`config.mk`:
```
export PLATFORM = sky130hd
export DESIGN_NAME = rpn_stack_ctrl
export DESIGN_NICKNAME = d
export VERILOG_FILES = /design/src/rtl/rpn_pkg.sv /design/src/rtl/rpn_alu.sv /design/src/rtl/rpn_stack_ctrl.sv
export SDC_FILE = /design/constraint.sdc
export NUM_CORES = 1
export LEC_CHECK = 0
export ABC_AREA = 1
export ABC_CLOCK_PERIOD_IN_PS = 2900
export BUFFER_PORTS_ARGS = -buffer_cell sky130_fd_sc_hd__clkbuf_2
export CORE_ASPECT_RATIO = 0.9
export CORE_MARGIN = 2
export CORE_UTILIZATION = 53
export CTS_CLUSTER_SIZE = 24
export DETAILED_ROUTE_END_ITERATION = 12
export PLACE_DENSITY = 0.74
export SLEW_MARGIN = 10
export SYNTH_ARGS = -nofsm -noshare
export SYNTH_HDL_FRONTEND = slang
export SYNTH_SLANG_ARGS = --single-unit
```
`constraint.sdc`:
```
create_clock -name clk -period 2.9 [get_ports clk]
set_input_delay 0 -clock clk [delete_from_list [all_inputs] [get_ports clk]]
set_output_delay 0 -clock clk [all_outputs]
set_load 0.03 [all_outputs]
```
`src/rtl/rpn_pkg.sv`:
```
// Shared definitions for the RPN stack controller: opcodes, FSM states,
// status codes, stack geometry and the acceptance-time depth check.
package rpn_pkg;
  localparam int STACK_DEPTH = 8;
  localparam int IDX_W       = 3;
  localparam int DEPTH_W     = 4;

  typedef enum logic [2:0] {
    OP_PUSH  = 3'b000,
    OP_POP   = 3'b001,
    OP_ADD   = 3'b010,
    OP_SUB   = 3'b011,
    OP_AND   = 3'b100,
    OP_SWAP  = 3'b101,
    OP_DUP   = 3'b110,
    OP_CLEAR = 3'b111
  } op_e;

  typedef enum logic [2:0] {
    ST_IDLE = 3'd0,
    ST_RD_A = 3'd1,
    ST_RD_B = 3'd2,
    ST_WR0  = 3'd3,
    ST_WR1  = 3'd4,
    ST_FIN  = 3'd5
  } state_e;

  typedef enum logic [1:0] {
    ERR_OK  = 2'b00,
    ERR_OVF = 2'b01,
    ERR_UNF = 2'b10
  } err_e;

  // Decide at acceptance whether the command can run at the current depth.
  function automatic err_e check_depth(input op_e op, input logic [DEPTH_W-1:0] d);
    err_e e;
    e = ERR_OK;
    case (op)
      OP_PUSH: if (d == DEPTH_W'(STACK_DEPTH)) e = ERR_OVF;
      OP_POP:  if (d == '0) e = ERR_UNF;
      OP_DUP: begin
        if (d == '0) e = ERR_UNF;
        else if (d == DEPTH_W'(STACK_DEPTH)) e = ERR_OVF;
      end
      OP_ADD, OP_SUB, OP_AND, OP_SWAP: if (d < DEPTH_W'(2)) e = ERR_UNF;
      default: e = ERR_OK;
    endcase
    return e;
  endfunction
endpackage

```
`src/rtl/rpn_alu.sv`:
```
// Combinational binary operator for the stack: y = b op a, modulo 2^k.
module rpn_alu
  import rpn_pkg::*;
#(
  parameter int k = 16
) (
  input  logic [k-1:0] a,
  input  logic [k-1:0] b,
  input  op_e          op,
  output logic [k-1:0] y
);
  // b is the deeper operand, a the top of stack; carries/borrows drop off.
  always_comb begin
    y = '0;
    case (op)
      OP_ADD:  y = b + a;
      OP_SUB:  y = b - a;
      OP_AND:  y = b & a;
      default: y = '0;
    endcase
  end
endmodule

```
`src/rtl/rpn_stack_ctrl.sv`:
```
// RPN stack controller: sequences reads/writes on an external 8-entry
// register file and tracks the stack depth. No stack data is stored here,
// only the two operand latches A and B.
module rpn_stack_ctrl
  import rpn_pkg::*;
#(
  parameter int k = 16
) (
  input  logic             clk,
  input  logic             reset,
  input  logic             cmd_valid,
  input  logic [2:0]       cmd_op,
  input  logic [k-1:0]     cmd_data,
  output logic             cmd_ready,
  output logic             done,
  output logic [1:0]       err,
  output logic [3:0]       depth,
  output logic             rf_write,
  output logic [2:0]       rf_wnum,
  output logic [k-1:0]     rf_wdata,
  output logic [2:0]       rf_rnum,
  input  logic [k-1:0]     rf_rdata
);
  state_e               r_state;
  op_e                  r_op;
  err_e                 r_err;
  logic [DEPTH_W-1:0]   r_depth, r_ndepth;
  logic [k-1:0]         r_a, r_b, r_wdata;
  logic                 r_done, r_write;
  logic [IDX_W-1:0]     r_wnum, r_rnum;

  op_e                  w_op;
  err_e                 w_chk;
  logic [IDX_W-1:0]     w_dm1, w_dm2;
  logic [k-1:0]         w_alu_y;

  assign w_op  = op_e'(cmd_op);
  assign w_chk = check_depth(w_op, r_depth);
  assign w_dm1 = r_depth[IDX_W-1:0] - IDX_W'(1);
  assign w_dm2 = r_depth[IDX_W-1:0] - IDX_W'(2);

  // B comes straight off the read port during RD_B so the result is
  // registered into the write data on the same edge that latches B.
  rpn_alu #(.k(k)) u_alu (
    .a  (r_a),
    .b  (rf_rdata),
    .op (r_op),
    .y  (w_alu_y)
  );

  // Reset is synchronous, so a write or done registered for this cycle is
  // masked while reset is high to abort cleanly mid-command.
  assign cmd_ready = (r_state == ST_IDLE);
  assign done      = r_done & ~reset;
  assign rf_write  = r_write & ~reset;
  assign err       = r_err;
  assign depth     = r_depth;
  assign rf_wnum   = r_wnum;
  assign rf_wdata  = r_wdata;
  assign rf_rnum   = r_rnum;

  // Command FSM; every output is registered for the state being entered.
  always_ff @(posedge clk) begin
    if (reset) begin
      r_state  <= ST_IDLE;
      r_op     <= OP_PUSH;
      r_err    <= ERR_OK;
      r_depth  <= '0;
      r_ndepth <= '0;
      r_a      <= '0;
      r_b      <= '0;
      r_wdata  <= '0;
      r_done   <= 1'b0;
      r_write  <= 1'b0;
      r_wnum   <= '0;
      r_rnum   <= '0;
    end else begin
      r_done  <= 1'b0;
      r_err   <= ERR_OK;
      r_write <= 1'b0;
      r_wnum  <= '0;
      r_rnum  <= '0;
      case (r_state)
        ST_IDLE: if (cmd_valid) begin
          r_op <= w_op;
          if (w_chk != ERR_OK) begin
            r_state  <= ST_FIN;
            r_done   <= 1'b1;
            r_err    <= w_chk;
            r_ndepth <= r_depth;
          end else begin
            case (w_op)
              OP_PUSH: begin
                r_state  <= ST_WR0;
                r_write  <= 1'b1;
                r_wnum   <= r_depth[IDX_W-1:0];
                r_wdata  <= cmd_data;
                r_done   <= 1'b1;
                r_ndepth <= r_depth + DEPTH_W'(1);
              end
              OP_POP: begin
                r_state  <= ST_FIN;
                r_done   <= 1'b1;
                r_ndepth <= r_depth - DEPTH_W'(1);
              end
              OP_CLEAR: begin
                r_state  <= ST_FIN;
                r_done   <= 1'b1;
                r_ndepth <= '0;
              end
              OP_DUP: begin
                r_state  <= ST_RD_A;
                r_rnum   <= w_dm1;
                r_ndepth <= r_depth + DEPTH_W'(1);
              end
              default: begin
                r_state  <= ST_RD_A;
                r_rnum   <= w_dm1;
                r_ndepth <= (w_op == OP_SWAP) ? r_depth : r_depth - DEPTH_W'(1);
              end
            endcase
          end
        end
        ST_RD_A: begin
          r_a <= rf_rdata;
          if (r_op == OP_DUP) begin
            r_state <= ST_WR0;
            r_write <= 1'b1;
            r_wnum  <= r_depth[IDX_W-1:0];
            r_wdata <= rf_rdata;
            r_done  <= 1'b1;
          end else begin
            r_state <= ST_RD_B;
            r_rnum  <= w_dm2;
          end
        end
        ST_RD_B: begin
          r_b     <= rf_rdata;
          r_state <= ST_WR0;
          r_write <= 1'b1;
          r_wnum  <= w_dm2;
          r_wdata <= (r_op == OP_SWAP) ? r_a : w_alu_y;
          r_done  <= (r_op != OP_SWAP);
        end
        ST_WR0: begin
          if (r_op == OP_SWAP) begin
            r_state <= ST_WR1;
            r_write <= 1'b1;
            r_wnum  <= w_dm1;
            r_wdata <= r_b;
            r_done  <= 1'b1;
          end else begin
            r_state <= ST_IDLE;
            r_depth <= r_ndepth;
          end
        end
        ST_WR1, ST_FIN: begin
          r_state <= ST_IDLE;
          r_depth <= r_ndepth;
        end
        default: r_state <= ST_IDLE;
      endcase
    end
  end
endmodule

```
==> results.md <==
- Endpoints failing hold: 0
- Layout filler cell count: 763
- Post-synth EDFFs: 0
- Core area: 0.00904 mm^2
- DR vias/cell: 5.51
- Vias: 5,492
- Slew margin rel.: 37.6%
- Port Buffers: 68
- CTS tree: yes
- Footprint of the multi-input gates: 0.00320 mm^2
- Adder-cell share of the synthesized area: 6.02%
- Std cell rows: 33
- RSZ-0062 raised after global routing: yes
- Net count, final: 930
- Initial antenna violation count: 1
- DIE AREA: 0.0100 mm^2
- TritonCTS buffer count: 9
- DP Cell Count: 951
- Status: finished, violations left
- Final setup skew: 15.7 ps
- Crit Path Class: flip-flop to flip-flop
- Post-layout worst setup margin: -165 ps
- Average wire per standard cell: 15.4 um
- Ys flop type: dfxtp_1
- Synthesized instance count: 758
- Final worst-path cycle share: 106%
- WP data required: 3130 ps
- P per Cell Area: 1060 mW/mm^2
- First-pass GRT wire length: 24,300 um
- CTS H-tree lvls: 3
- Final WL: 15,400 um
- Crit-path most repeated cell: nand2_1
- Max Slew Vio Count: 0
- Initial Util: 54.2%
- Simple-gate share of the synthesized area: 28.0%
- DP Wirelength: 11,100 um
- Chip Width: 105 um
- Failing checks: setup timing
- DR iter-0 viols: 482
- Crit path capture type: flip-flop
- Crit-path cells: inv_2, ha_4, inv_4, nor3_4, nand3_2, nor3_4, a31oi_4, a21oi_2, xor2_1, ha_1, nand2_2, buf_6, nor2_2, nand2_1, nand2_1, a21oi_2, nand3_1, nand3_1, nand2_1, nand2_1, nand2_1, nand2_1, a21oi_2
- Top-area cell type share of the netlist area: 29.4%
- Clk root buf: clkbuf_8
- Sequential area share after synthesis: 29.4%
- Crit path arrival time: 3290 ps
- Worst-case clock buffer depth: 2
- Area delta synth->final: 27.0%
- Compound-cell area share of the yosys netlist: 23.2%
- RD Place Congestion: 0.920
- DR pass1 iterations: 5
- Library cells used by synthesis: 46
- Worst setup SP type: flip-flop
- Worst min-delay path category: input pin to flip-flop
- Register Area: 0.00144 mm^2
- Largest family of logic cells by synthesized area: simple AND/OR/NAND/NOR gates
- Max_cap viols: 0
- Synthesized Nets: 819
- Layout cells sized above 1: 24.4%
- I/O pin total: 69
- F_max: 326 MHz
- Dominant cell type by area after synthesis: dfxtp_1
- Vias in the first global route: 4,895
- Xor/xnor share of the synthesized area: 2.86%
- Synthesized area: 0.00490 mm^2
- Yosys warnings: 0
- DRC: 0
- Setup violations, final: 6
- Period minus WS final: 3070 ps
- GRT Util Overall: 30.2%
- Post-synthesis mux area share: 0%
- Leakage power: 2.83 nW
- Sink Count: 72
- GRT overflow: 0
- Critical path peak fanout: 4
- Pin count of the biggest net entering global routing: 39
- Core Util, Final: 68.9%
- Final Non-Filler Cells: 996
- Avg Cell Area, Syn: 6.47 um^2
- Die H: 95.3 um
- Least-Margin Pin Slew: 935 ps
- CP Buf/Inv Count: 3
- Worst-skew pair later-pin latency: 350 ps
- Slowest CP cell: dfxtp_2
- Crit-path leading delay family: simple AND/OR/NAND/NOR gates
- Clk slew on worst S/H paths: 90 ps
- Slowest stage delay, CP: 340 ps
- Peak VDD IR: 0.564 mV
- Synth top area cells: dfxtp_1 29%, nand2_1 13%, a21oi_1 9.5%
- Post-DRT Antenna Nets: 0
- Antenna Cells: 0
- Synth async-reset ratio: 0%
- #FFs+latches synth: 72
cells in the mapped netlist (6+ instances only):
| cell | instances |
|---|---|
| a31oi_1 | 8 |
| nor2_1 | 78 |
| o21ai_0 | 65 |
| nand3_1 | 34 |
| nand2_1 | 164 |
| nor3_1 | 9 |
| a21oi_1 | 93 |
| inv_1 | 94 |
| clkbuf_1 | 17 |
| inv_2 | 8 |
| ha_1 | 22 |
| dfxtp_1 | 72 |
| o211ai_1 | 9 |
| nor2_2 | 8 |
| xor2_1 | 13 |
| nand3b_1 | 6 |
metrics by stage:
stage | setup slack (ps) | area (um^2) | power [mW] | TNS (ps) | hold WS [ps]
final | -165 | 6230 | 6.57 | -423 | 20.0
after global routing | -380 | 6230 | 7.12 | -2170 | 24.7
after CTS | -15.9 | 5990 | 5.97 | -23.4 | 4.42
after detailed placement | -395 | 5490 | 5.04 | -1360 | 274
after global placement | -230 | 5490 | 4.99 | -609 | 274
after floorplan | 187 | 4900 | 3.99 | 0 | 141
final timing paths:
path                                start            to  slack, ps  cells after the start
worst max-delay path               r_a[1]  rf_wdata[15]       -170                     23
worst max register to register     r_a[1]  rf_wdata[15]       -170                     23
worst min register to register    r_b[14]       r_b[14]        450                      2
worst min-delay path            cmd_op[2]       r_op[2]         20                      3
layer usage:
layer	share of wire, %	wire [um]	GRT usage (%)	up-vias
li1	-	-	-	2708
met1	48	7400	43.6	2520
met2	43	6560	46.5	246
met3	8.3	1280	5.67	16
met4	0.75	115	7.33	2
met5	0.085	13	0	-
final cells by class:
type                            instances  share of cell area (%)
Timing Repair Buffer                  125                    13.4
Tap cell                              122                    2.45
Clock inverter                          7                    1.14
Multi-Input combinational cell        555                    51.4
Inverter                              106                    6.51
Clock buffer                            9                    1.99
Sequential cell                        72                    23.2
worst reg2reg max path: stages (launching register included):
cell	delay, ps
dfxtp_2	340
inv_2	70
ha_4	140
inv_4	40
nor3_4	190
nand3_2	140
nor3_4	230
a31oi_4	130
a21oi_2	130
xor2_1	180
ha_1	300
nand2_2	110
buf_6	100
nor2_2	20
nand2_1	50
nand2_1	60
a21oi_2	200
nand3_1	130
nand3_1	80
nand2_1	50
nand2_1	60
nand2_1	50
nand2_1	80
a21oi_2	60
layout by cell type (no fill, tap or decap), types with 3 or more instances in the layout:
cell	instances
a211oi_2	4
a21oi_1	80
a21oi_2	15
a31oi_1	7
buf_4	32
clkbuf_2	68
clkbuf_8	9
clkinv_1	3
dfxtp_1	70
dlygate4sd3_1	24
ha_1	15
ha_4	6
inv_1	87
inv_2	14
inv_6	4
nand2_1	152
nand2_2	14
nand3_1	31
nand3_2	5
nand3b_1	6
nand4_1	3
nor2_1	73
nor2_2	13
nor2_4	3
nor3_1	5
o211ai_1	9
o21ai_0	59
o21ai_1	5
o22ai_1	4
xnor2_1	3
xor2_1	12
cells by family (layout without fill, tap and decap cells):
family	Yosys count	after routing
and+or+nand+nor	316	316
AOI/OAI and AO/OA	200	200
buffers and inverters	131	247
DFF	72	72
adders and majority gates	23	23
xor gates and xnor gates	16	16
where the power goes:
| part | total, mW | internal, mW | leakage (nW) | switching, mW |
|---|---|---|---|---|
| clock | 0.792 | 0.336 | 0.0995 | 0.456 |
| combinational | 4.43 | 1.72 | 2.14 | 2.71 |
| sequential | 1.35 | 1.19 | 0.588 | 0.157 |
state kept, by name (all words and copies together) (netlist names), 4 cells and up:
register and count:
r_ndepth 4, r_a 16, r_b 16, depth 4
rf_wdata 16
repair_timing:
| action | 4_1_cts | 5_1_grt |
|---|---|---|
| setup endpoints to repair | 7 | 11 |
| endpoints found under the hold margin | 28 | 0 |
| resized for setup | 18 | 55 |
| pin swaps | 4 | 35 |
| hold buffers | 24 | 0 |
| setup buffers | 0 | 5 |
No activity file was read; power rests on OpenSTA's default activity.
